`config.mk`:
```
export PLATFORM = sky130hd
export DESIGN_NAME = mips_multicycle_ctrl
export DESIGN_NICKNAME = d
export VERILOG_FILES = /design/src/rtl/mips_ctrl_pkg.sv /design/src/rtl/mem_wait_timer.sv /design/src/rtl/mips_multicycle_ctrl.sv
export SDC_FILE = /design/constraint.sdc
export NUM_CORES = 1
export LEC_CHECK = 0
export CORE_MARGIN = 2
export CORE_UTILIZATION = 35
export CTS_CLUSTER_DIAMETER = 100
export CTS_CLUSTER_SIZE = 20
export DETAILED_ROUTE_END_ITERATION = 12
export PLACE_DENSITY = 0.64
export SETUP_SLACK_MARGIN = 0.05
export SKIP_LAST_GASP = 1
export SLEW_MARGIN = 30
export SYNTH_ARGS = -nofsm -noshare
export SYNTH_HDL_FRONTEND = slang
export SYNTH_SLANG_ARGS = --single-unit
```
`constraint.sdc`:
```
create_clock -name clk -period 2 [get_ports clk]
set_input_delay 0.5 -clock clk [delete_from_list [all_inputs] [get_ports clk]]
set_output_delay 0.5 -clock clk [all_outputs]
set_load 0.005 [all_outputs]
```
`src/rtl/mips_ctrl_pkg.sv`:
```
// Shared encodings for the multicycle MIPS control FSM: states, opcodes, mux codes and the
// control-strobe bundle.
package mips_ctrl_pkg;

  localparam int unsigned STATE_W  = 4;
  localparam int unsigned OPCODE_W = 6;

  localparam logic [3:0] S_FETCH  = 4'd0;
  localparam logic [3:0] S_DECODE = 4'd1;
  localparam logic [3:0] S_MEMADR = 4'd2;
  localparam logic [3:0] S_MEMRD  = 4'd3;
  localparam logic [3:0] S_MEMWB  = 4'd4;
  localparam logic [3:0] S_MEMWR  = 4'd5;
  localparam logic [3:0] S_EXEC   = 4'd6;
  localparam logic [3:0] S_ALUWB  = 4'd7;
  localparam logic [3:0] S_BRANCH = 4'd8;
  localparam logic [3:0] S_ADDIEX = 4'd9;
  localparam logic [3:0] S_ADDIWB = 4'd10;
  localparam logic [3:0] S_JUMP   = 4'd11;
  localparam logic [3:0] S_TRAP   = 4'd12;

  localparam logic [5:0] OP_RTYPE = 6'b000000;
  localparam logic [5:0] OP_LW    = 6'b100011;
  localparam logic [5:0] OP_SW    = 6'b101011;
  localparam logic [5:0] OP_BEQ   = 6'b000100;
  localparam logic [5:0] OP_BNE   = 6'b000101;
  localparam logic [5:0] OP_ADDI  = 6'b001000;
  localparam logic [5:0] OP_J     = 6'b000010;

  localparam logic [1:0] ALU_OP_ADD   = 2'b00;
  localparam logic [1:0] ALU_OP_SUB   = 2'b01;
  localparam logic [1:0] ALU_OP_FUNCT = 2'b10;

  localparam logic [1:0] PC_SRC_ALU    = 2'b00;
  localparam logic [1:0] PC_SRC_ALUOUT = 2'b01;
  localparam logic [1:0] PC_SRC_JUMP   = 2'b10;

  localparam logic [1:0] SRCB_REGB    = 2'b00;
  localparam logic [1:0] SRCB_FOUR    = 2'b01;
  localparam logic [1:0] SRCB_IMM     = 2'b10;
  localparam logic [1:0] SRCB_IMM_SH2 = 2'b11;

  typedef struct packed {
    logic       mem_req;
    logic       mem_we;
    logic       iord;
    logic       ir_write;
    logic       pc_en;
    logic [1:0] pc_src;
    logic       alu_src_a;
    logic [1:0] alu_src_b;
    logic [1:0] alu_op;
    logic       reg_write;
    logic       reg_dst;
    logic       mem_to_reg;
    logic       retire;
  } ctrl_t;

  // States that hold a memory request open until mem_ready
  function automatic logic state_has_req(input logic [3:0] s);
    return (s == S_FETCH) || (s == S_MEMRD) || (s == S_MEMWR);
  endfunction

endpackage

```
`src/rtl/mem_wait_timer.sv`:
```
// Counts consecutive stalled memory-request cycles and flags the cycle on which the wait budget
// runs out.
module mem_wait_timer #(
  parameter int unsigned MEM_TIMEOUT = 15
) (
  input  logic clk,
  input  logic rst,
  input  logic clr,
  input  logic inc,
  output logic expire
);

  localparam int unsigned CNT_W = 8;

  logic [CNT_W-1:0] cnt_q, cnt_d;

  always_comb begin
    cnt_d = cnt_q;
    if (clr) begin
      cnt_d = '0;
    end else if (inc && (cnt_q != {CNT_W{1'b1}})) begin
      cnt_d = cnt_q + CNT_W'(1);
    end
  end

  always_ff @(posedge clk) begin
    if (rst) begin
      cnt_q <= '0;
    end else begin
      cnt_q <= cnt_d;
    end
  end

  // Stalled cycle that would take the count to MEM_TIMEOUT
  assign expire = inc && (cnt_q == CNT_W'(MEM_TIMEOUT - 1));

endmodule

```
`src/rtl/mips_multicycle_ctrl.sv`:
```
// Multicycle MIPS main control FSM with memory handshake and illegal-opcode / bus-timeout traps.
// Optional MIPS_CTRL_BNE_EN adds bne decoding onto the BRANCH state.
module mips_multicycle_ctrl
  import mips_ctrl_pkg::*;
#(
  parameter int unsigned MEM_TIMEOUT = 15
) (
  input  logic       clk,
  input  logic       rst,
  input  logic [5:0] opcode,
  input  logic       zero,
  input  logic       mem_ready,
  output logic       mem_req,
  output logic       mem_we,
  output logic       iord,
  output logic       ir_write,
  output logic       pc_en,
  output logic [1:0] pc_src,
  output logic       alu_src_a,
  output logic [1:0] alu_src_b,
  output logic [1:0] alu_op,
  output logic       reg_write,
  output logic       reg_dst,
  output logic       mem_to_reg,
  output logic       retire,
  output logic       illegal,
  output logic       bus_err,
  output logic [3:0] state
);

  logic [STATE_W-1:0] state_q, state_d;
  logic               illegal_q, illegal_d;
  logic               bus_err_q, bus_err_d;
  ctrl_t              ctrl, ctrl_o;
  logic               timer_clr, timer_inc, expire;
`ifdef MIPS_CTRL_BNE_EN
  logic               bne_q, bne_d;
`endif

  assign timer_inc = !rst && state_has_req(state_q) && !mem_ready;
  assign timer_clr = rst || (state_d != state_q);

  mem_wait_timer #(
    .MEM_TIMEOUT(MEM_TIMEOUT)
  ) u_timer (
    .clk   (clk),
    .rst   (rst),
    .clr   (timer_clr),
    .inc   (timer_inc),
    .expire(expire)
  );

  always_comb begin
    ctrl      = '0;
    state_d   = state_q;
    illegal_d = illegal_q;
    bus_err_d = bus_err_q;
`ifdef MIPS_CTRL_BNE_EN
    bne_d     = bne_q;
`endif
    unique case (state_q)
      S_FETCH: begin
        ctrl.mem_req   = 1'b1;
        ctrl.alu_src_b = SRCB_FOUR;
        ctrl.alu_op    = ALU_OP_ADD;
        ctrl.pc_src    = PC_SRC_ALU;
        if (mem_ready) begin
          ctrl.ir_write = 1'b1;
          ctrl.pc_en    = 1'b1;
          state_d       = S_DECODE;
        end else if (expire) begin
          state_d   = S_TRAP;
          bus_err_d = 1'b1;
        end
      end
      S_DECODE: begin
        ctrl.alu_src_b = SRCB_IMM_SH2;
        ctrl.alu_op    = ALU_OP_ADD;
`ifdef MIPS_CTRL_BNE_EN
        bne_d = (opcode == OP_BNE);
`endif
        case (opcode)
          OP_RTYPE:     state_d = S_EXEC;
          OP_LW, OP_SW: state_d = S_MEMADR;
          OP_BEQ:       state_d = S_BRANCH;
`ifdef MIPS_CTRL_BNE_EN
          OP_BNE:       state_d = S_BRANCH;
`endif
          OP_ADDI:      state_d = S_ADDIEX;
          OP_J:         state_d = S_JUMP;
          default: begin
            state_d   = S_TRAP;
            illegal_d = 1'b1;
          end
        endcase
      end
      S_MEMADR: begin
        ctrl.alu_src_a = 1'b1;
        ctrl.alu_src_b = SRCB_IMM;
        ctrl.alu_op    = ALU_OP_ADD;
        state_d        = (opcode == OP_SW) ? S_MEMWR : S_MEMRD;
      end
      S_MEMRD: begin
        ctrl.mem_req = 1'b1;
        ctrl.iord    = 1'b1;
        if (mem_ready) begin
          state_d = S_MEMWB;
        end else if (expire) begin
          state_d   = S_TRAP;
          bus_err_d = 1'b1;
        end
      end
      S_MEMWB: begin
        ctrl.reg_write  = 1'b1;
        ctrl.mem_to_reg = 1'b1;
        ctrl.retire     = 1'b1;
        state_d         = S_FETCH;
      end
      S_MEMWR: begin
        ctrl.mem_req = 1'b1;
        ctrl.mem_we  = 1'b1;
        ctrl.iord    = 1'b1;
        if (mem_ready) begin
          ctrl.retire = 1'b1;
          state_d     = S_FETCH;
        end else if (expire) begin
          state_d   = S_TRAP;
          bus_err_d = 1'b1;
        end
      end
      S_EXEC: begin
        ctrl.alu_src_a = 1'b1;
        ctrl.alu_src_b = SRCB_REGB;
        ctrl.alu_op    = ALU_OP_FUNCT;
        state_d        = S_ALUWB;
      end
      S_ALUWB: begin
        ctrl.reg_write = 1'b1;
        ctrl.reg_dst   = 1'b1;
        ctrl.retire    = 1'b1;
        state_d        = S_FETCH;
      end
      S_BRANCH: begin
        ctrl.alu_src_a = 1'b1;
        ctrl.alu_src_b = SRCB_REGB;
        ctrl.alu_op    = ALU_OP_SUB;
        ctrl.pc_src    = PC_SRC_ALUOUT;
`ifdef MIPS_CTRL_BNE_EN
        ctrl.pc_en     = bne_q ? !zero : zero;
`else
        ctrl.pc_en     = zero;
`endif
        ctrl.retire    = 1'b1;
        state_d        = S_FETCH;
      end
      S_ADDIEX: begin
        ctrl.alu_src_a = 1'b1;
        ctrl.alu_src_b = SRCB_IMM;
        ctrl.alu_op    = ALU_OP_ADD;
        state_d        = S_ADDIWB;
      end
      S_ADDIWB: begin
        ctrl.reg_write = 1'b1;
        ctrl.retire    = 1'b1;
        state_d        = S_FETCH;
      end
      S_JUMP: begin
        ctrl.pc_src = PC_SRC_JUMP;
        ctrl.pc_en  = 1'b1;
        ctrl.retire = 1'b1;
        state_d     = S_FETCH;
      end
      S_TRAP: begin
        state_d = S_TRAP;
      end
      default: begin
        state_d = S_TRAP;
      end
    endcase
  end

  always_ff @(posedge clk) begin
    if (rst) begin
      state_q   <= S_FETCH;
      illegal_q <= 1'b0;
      bus_err_q <= 1'b0;
`ifdef MIPS_CTRL_BNE_EN
      bne_q     <= 1'b0;
`endif
    end else begin
      state_q   <= state_d;
      illegal_q <= illegal_d;
      bus_err_q <= bus_err_d;
`ifdef MIPS_CTRL_BNE_EN
      bne_q     <= bne_d;
`endif
    end
  end

  // Reset forces every output low, aborting any in-flight access in the same cycle
  assign ctrl_o = rst ? '0 : ctrl;

  assign mem_req    = ctrl_o.mem_req;
  assign mem_we     = ctrl_o.mem_we;
  assign iord       = ctrl_o.iord;
  assign ir_write   = ctrl_o.ir_write;
  assign pc_en      = ctrl_o.pc_en;
  assign pc_src     = ctrl_o.pc_src;
  assign alu_src_a  = ctrl_o.alu_src_a;
  assign alu_src_b  = ctrl_o.alu_src_b;
  assign alu_op     = ctrl_o.alu_op;
  assign reg_write  = ctrl_o.reg_write;
  assign reg_dst    = ctrl_o.reg_dst;
  assign mem_to_reg = ctrl_o.mem_to_reg;
  assign retire     = ctrl_o.retire;
  assign illegal    = illegal_q && !rst;
  assign bus_err    = bus_err_q && !rst;
  assign state      = rst ? S_FETCH : state_q;

endmodule
```
==> After elaboration in Yosys (flattened, before gate mapping) <==
Index checks and enable logic that the tools add are counted.
{ "totals": {"output_inout_bits": 22, "reg_bits": 14, "elab_cells": 72} }
{ "classes": {"n_eq_ne": 19, "add_sub_neg": 1, "muxes": 22, "bitwise_logic": 2, "n_reduce_logical": 24} }
{ "ops": {"columns": ["op", "n"], "rows": [
  ["$pmux W4 S5", 2],
  ["$pmux W4 S8", 1],
  ["$mux W4", 5],
  ["$eq A4 B3 Y1 const B", 4],
  ["$eq A4 B4 Y1 const B", 4],
  ["$mux W16", 1],
  ["$eq A6 B6 Y1 const B", 2],
  ["$mux W1", 9],
  ["$pmux W3 S3", 1],
  ["$add A8 B1 Y8 const B", 1],
  ["$eq A4 B2 Y1 const B", 2],
  ["$eq A8 B4 Y1 const B", 1],
  ["$ne A8 B8 Y1 const B", 1],
  ["$reduce_or A2 Y1", 4],
  ["$eq A6 B2 Y1 const B", 1],
  ["$eq A6 B3 Y1 const B", 1],
  ["$eq A6 B4 Y1 const B", 1],
  ["$logic_and A1 B1 Y1", 6],
  ["$logic_not A6 Y1", 1],
  ["$reduce_or A3 Y1", 2],
  ["$reduce_or A6 Y1", 1],
  ["$reduce_or A5 Y1", 1],
  ["$eq A4 B1 Y1 const B", 1],
  ["$logic_not A4 Y1", 1],
  ["10 further kinds", 14]
]} }

==> Depth between registers and ports, before layout <==
Gate-level depths: netlist of run 1.
{ "depth": {"ltp_word": 12, "mapped_depth": 7} }

==> Hierarchy <==
Synthesis of run 1 repeated with hierarchy kept, for this count alone.
{ "hier_totals": {"hier_cells": 195, "hier_area_um2": 1358.8} }
{ "modules_own_cells": {"columns": ["mod", "cells_each", "area_per_inst_um2", "n_inst", "seq_area_each_um2"], "rows": [
  ["mips_multicycle_ctrl", 141, 879.6, 1, 120.1],
  ["mem_wait_timer", 54, 479.2, 1, 160.2]
]} }

==> Worst setup path before layout of run 1 <==
OpenSTA, ideal clock, no wires.
{ "synth_timing": {"kind": "input to register", "start": "input mem_ready", "end": "register u_timer.cnt_q[0]", "t_required_ps": 1865, "path_slack_ps": 132, "arrival_time_ps": 1733, "path_stages": 5, "setup_ps": 135, "path_cell_list": "clkbuf_1 -> or4_2 -> a211oi_1 -> o31a_2 -> nor4_1"} }
{ "synth_between": {"elab_chain_len": 9, "word_cells_on_any_way": 12} }
{ "synth_rtl": {"columns": ["item", "line", "rtl"], "rows": [
  ["start, declared", "mips_multicycle_ctrl.sv:12", "input logic mem_ready,"],
  ["$logic_not A1 Y1", "mips_multicycle_ctrl.sv:40", "assign timer_inc = !rst && state_has_req(state_q) && !mem_ready;"],
  ["$logic_and A1 B1 Y1", "mips_multicycle_ctrl.sv:40", null],
  ["$logic_and A1 B1 Y1", "mem_wait_timer.sv:35", "assign expire = inc && (cnt_q == CNT_W'(MEM_TIMEOUT - 1));"],
  ["$mux W4", "mips_multicycle_ctrl.sv:71, mips_multicycle_ctrl.sv:108, mips_multicycle_ctrl.sv:126", null],
  ["$mux W4, on equally long branches", "mips_multicycle_ctrl.sv:123, mips_multicycle_ctrl.sv:67, mips_multicycle_ctrl.sv:106", null],
  ["$pmux W4 S8", "mips_multicycle_ctrl.sv:61", "unique case (state_q)"],
  ["$ne A4 B4 Y1", "mips_multicycle_ctrl.sv:41", "assign timer_clr = rst || (state_d != state_q);"],
  ["$logic_or A1 B1 Y1", "mips_multicycle_ctrl.sv:41", null],
  ["$reduce_or A2 Y1 (no source line)", null, null],
  ["end signal, assigned", "mem_wait_timer.sv:30", "cnt_q <= cnt_d;"],
  ["end, declared", "mem_wait_timer.sv:15", "logic [CNT_W-1:0] cnt_q, cnt_d;"]
]} }
Several ways; a longest one is shown, not always the timed one.
A chain may end at the register's enable or synchronous reset.

==> Worst setup path in the final report of run 1 <==
{ "layout_timing": {"start": "register state_q[0]", "end": "output pc_en"} }
{ "layout_between": {"elab_chain_len": 3, "word_cells_on_any_way": 5} }
{ "layout_rtl": {"columns": ["item", "line", "rtl"], "rows": [
  ["start, declared", "mips_multicycle_ctrl.sv:31", "logic [STATE_W-1:0] state_q, state_d;"],
  ["start signal, assigned", "mips_multicycle_ctrl.sv:191", "state_q <= state_d;"],
  ["$eq A4 B4 Y1 or $logic_not A4 Y1 (tied branches)", "mips_multicycle_ctrl.sv:61", null],
  ["$pmux W3 S3 (*)", "mips_multicycle_ctrl.sv:61", null],
  ["$mux W16 (*)", "mips_multicycle_ctrl.sv:201", "assign ctrl_o = rst ? '0 : ctrl;"],
  ["end, declared", "mips_multicycle_ctrl.sv:17", "output logic pc_en,"]
]} }
Mark *: on every way between the ends. The rest lies on a longest branch, timed or not.

==> metrics.csv, run 1 <==
metric,value,unit
Worst VDD drop,223,uV
status,"finished, violations left",
die area,4780,um^2
count of buffers from port buffering,31,
"Slowest-stage cell, CP",dfxtp_4,
post-route ant nets,0,
DR iter-0 viols,114,
hold path cells,2,
IO Pins,32,
"commonest non-fill, non-tap cell in the layout",buf_4,
Clock Power Share,24.0,%
Hold EP,illegal_q,
most frequent cells in the layout,"buf_4, nor2_1, dlygate4sd2_1",
final WL,5210,um
CTS tree,yes,
startpoint types,flop,
"Avg Cell Area, Syn",7.81,um^2
Mapped Nets,202,
Num CTS Buffers,3,
Max Slew Vio Count,0,
Final setup viols,2,
Tmin final,2.03,ns
worst reg2reg path depth,7,
Clock Sinks,14,
DR vias,1838,
nets,288,
cells along the critical path,"buf_6, buf_6, nor3_2, a31oi_1, nor3_1, buf_2",
"Top FF cell, synth",dfxtp_1,
RR Endpoint,u_timer.cnt_q[3],
relative slew slack,65.7,%
HPWL after DPL,3350,um
Layout fillers,325,
"Hold Vio Cnt, Final",0,
#FFs+latches synth,14,
Max Root-Sink Buffers,2,
violated checks,setup timing,
crit path DAT,1.53,ns
max incr delay on CP,0.36,ns
Core Region,4030,um^2
Final Non-Filler Cells,325,
Inst Count DP,309,
largest net degree at the start of global routing,18,
HP Start,illegal_q,
DR vias/cell,5.66,
share of cells above drive strength 1,52.4,%
ys async rst share,0,%
Chip Height,69.1,um
r2r setup slk,0.03,ns
Crit. End Element,primary output,
global placement routability congestion,0.888,
Root Driver,clkbuf_8,
kind of critical path,reg -> out,
first-pass GRT wire length,8200,um
setup TNS,-0.0565,ns
switching power,0.000425,W
worst skew pair latency,0.25,ns
Synth Warn #,0,
slew at the pin closest to its max-slew limit,0.512,ns
Power Internal,0.000751,W
Flop pwr share,25.7,%
H-tree levels,1,
Initial Util,36.8,%
initial antenna violation count,0,
Final period util,102,%
Layout area overhead,76.2,%
first-pass iteration count of the detailed router,4,
Max Clock Freq,493,MHz
"Cell Area, Synth",1480,um^2
Hold Path Class,reg -> reg,
worst setup margin,-0.0304,ns
number of global-route vias before repair,1745,
post-synthesis sequential area ratio,18.9,%
DRC,0,
WL per Instance,16.0,um
number of synthesized flops with an enable pin,0,
Post-Synthesis Cells,190,
CTS Hold Bufs,0,
Required @ worst endpoint,1.50,ns
critical path buffer and inverter count,3,
RSZ-0062 raised after global routing,yes,
Site Rows,23,
gr ovfl total,0,
most frequent cell on the critical path,buf_6,
Critical R2R Launch,state_q[1],
max-cap viol count,0,
Die Wd,69.1,um
switching share of power,36.1,%
global-route usage over all layers,20.7,%
CP max FO,9,
number of library cell types mapped by synthesis,55,
Gate power share,50.3,%
Leak,1.04,nW
ant diodes,0,
PwrDens,450,nW/um^2
pre-CTS setup slack,-0.652,ns
Final Skew,0.00495,ns
Worst path top cell family by delay,buffers and inverters,
"CTS clk-pin slew, worst paths",0.06,ns
worst register-to-register path, stage by stage, from the launching register on:
cell and delay, ns:
dfxtp_4 0.40, buf_12 0.15, xor2_4 0.20, nand2_2 0.09, buf_4 0.16, o311ai_4 0.30
nand4_4 0.26, nor4_2 0.32
synth_stat cells (2+ instances only):
cell type	instances	area share (%)
a2111oi_0	3	1.8
inv_1	5	1.3
buf_2	3	1.0
nor4b_2	3	3.0
o311ai_0	2	1.2
nor3_1	17	5.7
or2_2	2	0.84
nor2b_1	7	3.0
nor4_2	5	4.2
nand2_1	7	1.8
xnor2_1	6	3.5
o21ai_0	3	1.0
a21oi_1	7	2.4
xor2_1	2	1.2
or2b_1	2	1.0
buf_4	2	1.0
nand4_1	3	1.3
a31oi_1	2	0.84
nor4_1	11	4.6
ha_1	2	1.7
nand3_1	6	2.0
buf_6	2	1.5
a211oi_1	2	1.0
buf_1	2	0.51
o31ai_1	3	1.5
nand2b_1	5	2.1
dfxtp_1	14	19
nor3b_1	3	1.5
mux2i_1	4	2.7
clkbuf_1	6	1.5
nor2_1	25	6.3
metrics by stage:
| stage | power (W) | hold slack, ns | instance area, um^2 | utilization, % |
|---|---|---|---|---|
| after floorplan | 0.000550 | 0.432 | 1480 | - |
| after global placement | 0.000757 | 0.444 | 2180 | 54.2 |
| after detailed placement | 0.000761 | 0.446 | 2180 | 54.2 |
| after CTS | 0.00107 | 0.452 | 2400 | 59.6 |
| after global routing | 0.00124 | 0.468 | 2620 | 64.9 |
| final | 0.00118 | 0.454 | 2620 | 64.9 |
registers in the layout (all words and copies together), names as in the netlist:
name	flops
bus_err_q	1
u_timer.cnt_q	8
illegal_q	1
state_q	4
layer usage:
layer	share of wire [%]	global-route usage [%]
met1	43	28.1
met2	51	34.8
met3	4.7	1.32
met4	0.59	6.75
met5	0	0
power groups by stage:
stage / Combinational, W / Clock [W] / Sequential, W
after floorplan: 0.000249 / 0 / 0.000301
after global placement: 0.000451 / 0 / 0.000307
after detailed placement: 0.000454 / 0 / 0.000307
after CTS: 0.000480 / 0.000289 / 0.000303
after global routing: 0.000632 / 0.000299 / 0.000304
final: 0.000591 / 0.000282 / 0.000303
cell families after synthesis:
kind of cell | share of synthesized area (%)
AO/OA/AOI/OAI | 20.0
XOR/XNOR | 5.82
adder cells (fa/ha/maj) | 1.69
buffers and inverters | 6.83
flip-flops | 18.9
multiplexers | 2.70
AND/OR/NAND/NOR | 44.1
layout make-up:
class,instances,area [um^2],share of cell area [%]
Multi-Input combinational cell,156,1370,52.4
Tap cell,50,62.6,2.39
Timing Repair Buffer,96,813,31.1
Inverter,5,18.8,0.718
Clock buffer,4,55.1,2.11
Sequential cell,14,295,11.3
worst max-delay path by stage:
| stage | start | end | slack, ns | cells after the start |
|---|---|---|---|---|
| final | state_q[0] | pc_en | -0.03 | 6 |
| after global routing | state_q[3] | u_timer.cnt_q[7] | -0.1 | 7 |
| after CTS | state_q[0] | state[0] | -0.13 | 4 |
| after detailed placement | mem_ready | retire | -0.65 | 4 |
| after global placement | mem_ready | retire | -0.62 | 4 |
| after floorplan | mem_ready | u_timer.cnt_q[0] | 0.13 | 5 |
repair_timing:
item                                    4_1_cts  5_1_grt
endpoints found under the setup margin       33       26
resized for setup                            88       60
setup buffers                                 5        7
pin swaps                                    17       21
Note: power is estimated with default switching activity, not from simulation.
==> inputs of run 2 (changes only) <==
--- a/config.mk
+++ b/config.mk
@@ -5,7 +5,7 @@
 export SDC_FILE = /design/constraint.sdc
 export NUM_CORES = 1
 export LEC_CHECK = 0
-export CORE_MARGIN = 2
+export CORE_MARGIN = 8
 export CORE_UTILIZATION = 35
 export CTS_CLUSTER_DIAMETER = 100
 export CTS_CLUSTER_SIZE = 20
==> run 2 against run 1 <==
Effect of this change: worst hold slack better by 0.0078 ns; the flow still finishes with violations (setup timing); fmax is 0.50% lower; power is 1.9% higher; sequential cell count stayed put; utilization is 1.7 points higher; clock skew is 0.0018 ns higher.
==> metrics.csv, run 2 (synthesis results as in run 1) <==
metric,value,unit
kind of critical path,reg -> out,
global placement routability congestion,0.855,
count of buffers from port buffering,31,
global-route usage over all layers,15.0,%
worst skew pair latency,0.25,ns
CP max FO,5,
number of global-route vias before repair,1720,
DR vias/cell,5.85,
Max Clock Freq,490,MHz
worst setup margin,-0.0405,ns
DR iter-0 viols,260,
PwrDens,446,nW/um^2
Final Skew,0.00679,ns
met2 Usage GRT,25.3,%
relative slew slack,60.7,%
Core Region,4030,um^2
initial antenna violation count,0,
Max Root-Sink Buffers,2,
DRC,0,
Max Slew Vio Count,0,
crit path DAT,1.54,ns
die area,6580,um^2
ant diodes,0,
post-route ant nets,0,
Worst VDD drop,267,uV
CTS Hold Bufs,0,
Required @ worst endpoint,1.50,ns
Layout fillers,318,
Leak,1.06,nW
Largest regs,"u_timer.cnt_q x8, state_q x4",
max reg flops,8,
"CTS clk-pin slew, worst paths",0.07,ns
Hold Path Class,reg -> reg,
violated checks,setup timing,
pre-CTS setup slack,-0.661,ns
final WL,5740,um
"commonest non-fill, non-tap cell in the layout",buf_4,
grt met3 use,1.32,%
HPWL after DPL,3540,um
largest net degree at the start of global routing,16,
max-cap viol count,0,
WL per Instance,17.6,um
Site Rows,23,
startpoint types,flop,
Final period util,102,%
first-pass GRT wire length,8150,um
Tmin final,2.04,ns
slew at the pin closest to its max-slew limit,0.586,ns
Most Crowded Layer GR,met2,
Final setup viols,3,
share of cells above drive strength 1,51.6,%
Initial Util,36.8,%
Num CTS Buffers,3,
DR vias,1913,
most frequent cells in the layout,"buf_4, nor2_1, dlygate4sd2_1",
Chip Height,81.1,um
grt met1 use,19.7,%
Root Driver,clkbuf_8,
largest register by flop count,u_timer.cnt_q,
"Hold Vio Cnt, Final",0,
Die Wd,81.1,um
H-tree levels,1,
CTS tree,yes,
nets,290,
Crit. End Element,primary output,
Clock Sinks,14,
IO Pins,32,
RSZ-0062 raised after global routing,yes,
status,"finished, violations left",
first-pass iteration count of the detailed router,4,
Final Util,66.6,%
Layout area overhead,80.9,%
gr ovfl total,0,
[run 2: worst paths after layout]
check / start / end / slack [ns] / cells past startpoint
max: state_q[3] / retire / -0.04 / 4
min: illegal_q / illegal_q / 0.46 / 2
max reg2reg: state_q[1] / u_timer.cnt_q[5] / -0.03 / 8
min reg2reg: illegal_q / illegal_q / 0.46 / 2
[run 2: layer usage]
| metal | up-vias | routed length (um) | share of wire [%] |
|---|---|---|---|
| met5 | - | 0 | 0 |
| met4 | 0 | 142 | 2.5 |
| met3 | 14 | 326 | 5.7 |
| met2 | 77 | 2840 | 49 |
| met1 | 938 | 2430 | 42 |
| li1 | 884 | - | - |
[run 2: repair_timing]
action	4_1_cts	5_1_grt
cloned	0	2
endpoints found under the hold margin	0	0
resized for setup	84	64
buffers inserted	8	6
pin swaps	12	23
endpoints found under the setup margin	34	24
[run 2: final cells by class]
cell class	count	area (um^2)	area share, %
clock buffers	4	55.1	2.05
inverters	5	22.5	0.839
multi-input cells	156	1390	51.9
flip-flops and latches	14	293	10.9
well taps	50	62.6	2.33
repair buffers	98	858	32.0
[run 2: worst max-delay path, stage by stage, from the launching register on]
cell and delay [ns]:
dfxtp_2 0.34, buf_6 0.14, nand2b_1 0.15, a2111oi_1 0.38, dlygate4sd2_1 0.28
[run 2: where the power goes]
group | switching, W | internal, W
registers | 0.0000180 | 0.000290
clock network | 0.000109 | 0.000174
logic | 0.000306 | 0.000301
[run 2: through the flow]
stage / hold slack (ns) / area [um^2] / cells / power, W / setup TNS [ns]
CTS: 0.458 / 2340 / 319 / 0.00107 / -1.46
global route: 0.468 / 2690 / 327 / 0.00126 / -0.713
global placement: 0.444 / 2170 / 307 / 0.000767 / -15.17
finish: 0.462 / 2690 / 327 / 0.00120 / -0.0999
floorplan: 0.432 / 1480 / 190 / 0.000550 / 0
detailed placement: 0.451 / 2170 / 307 / 0.000768 / -15.24
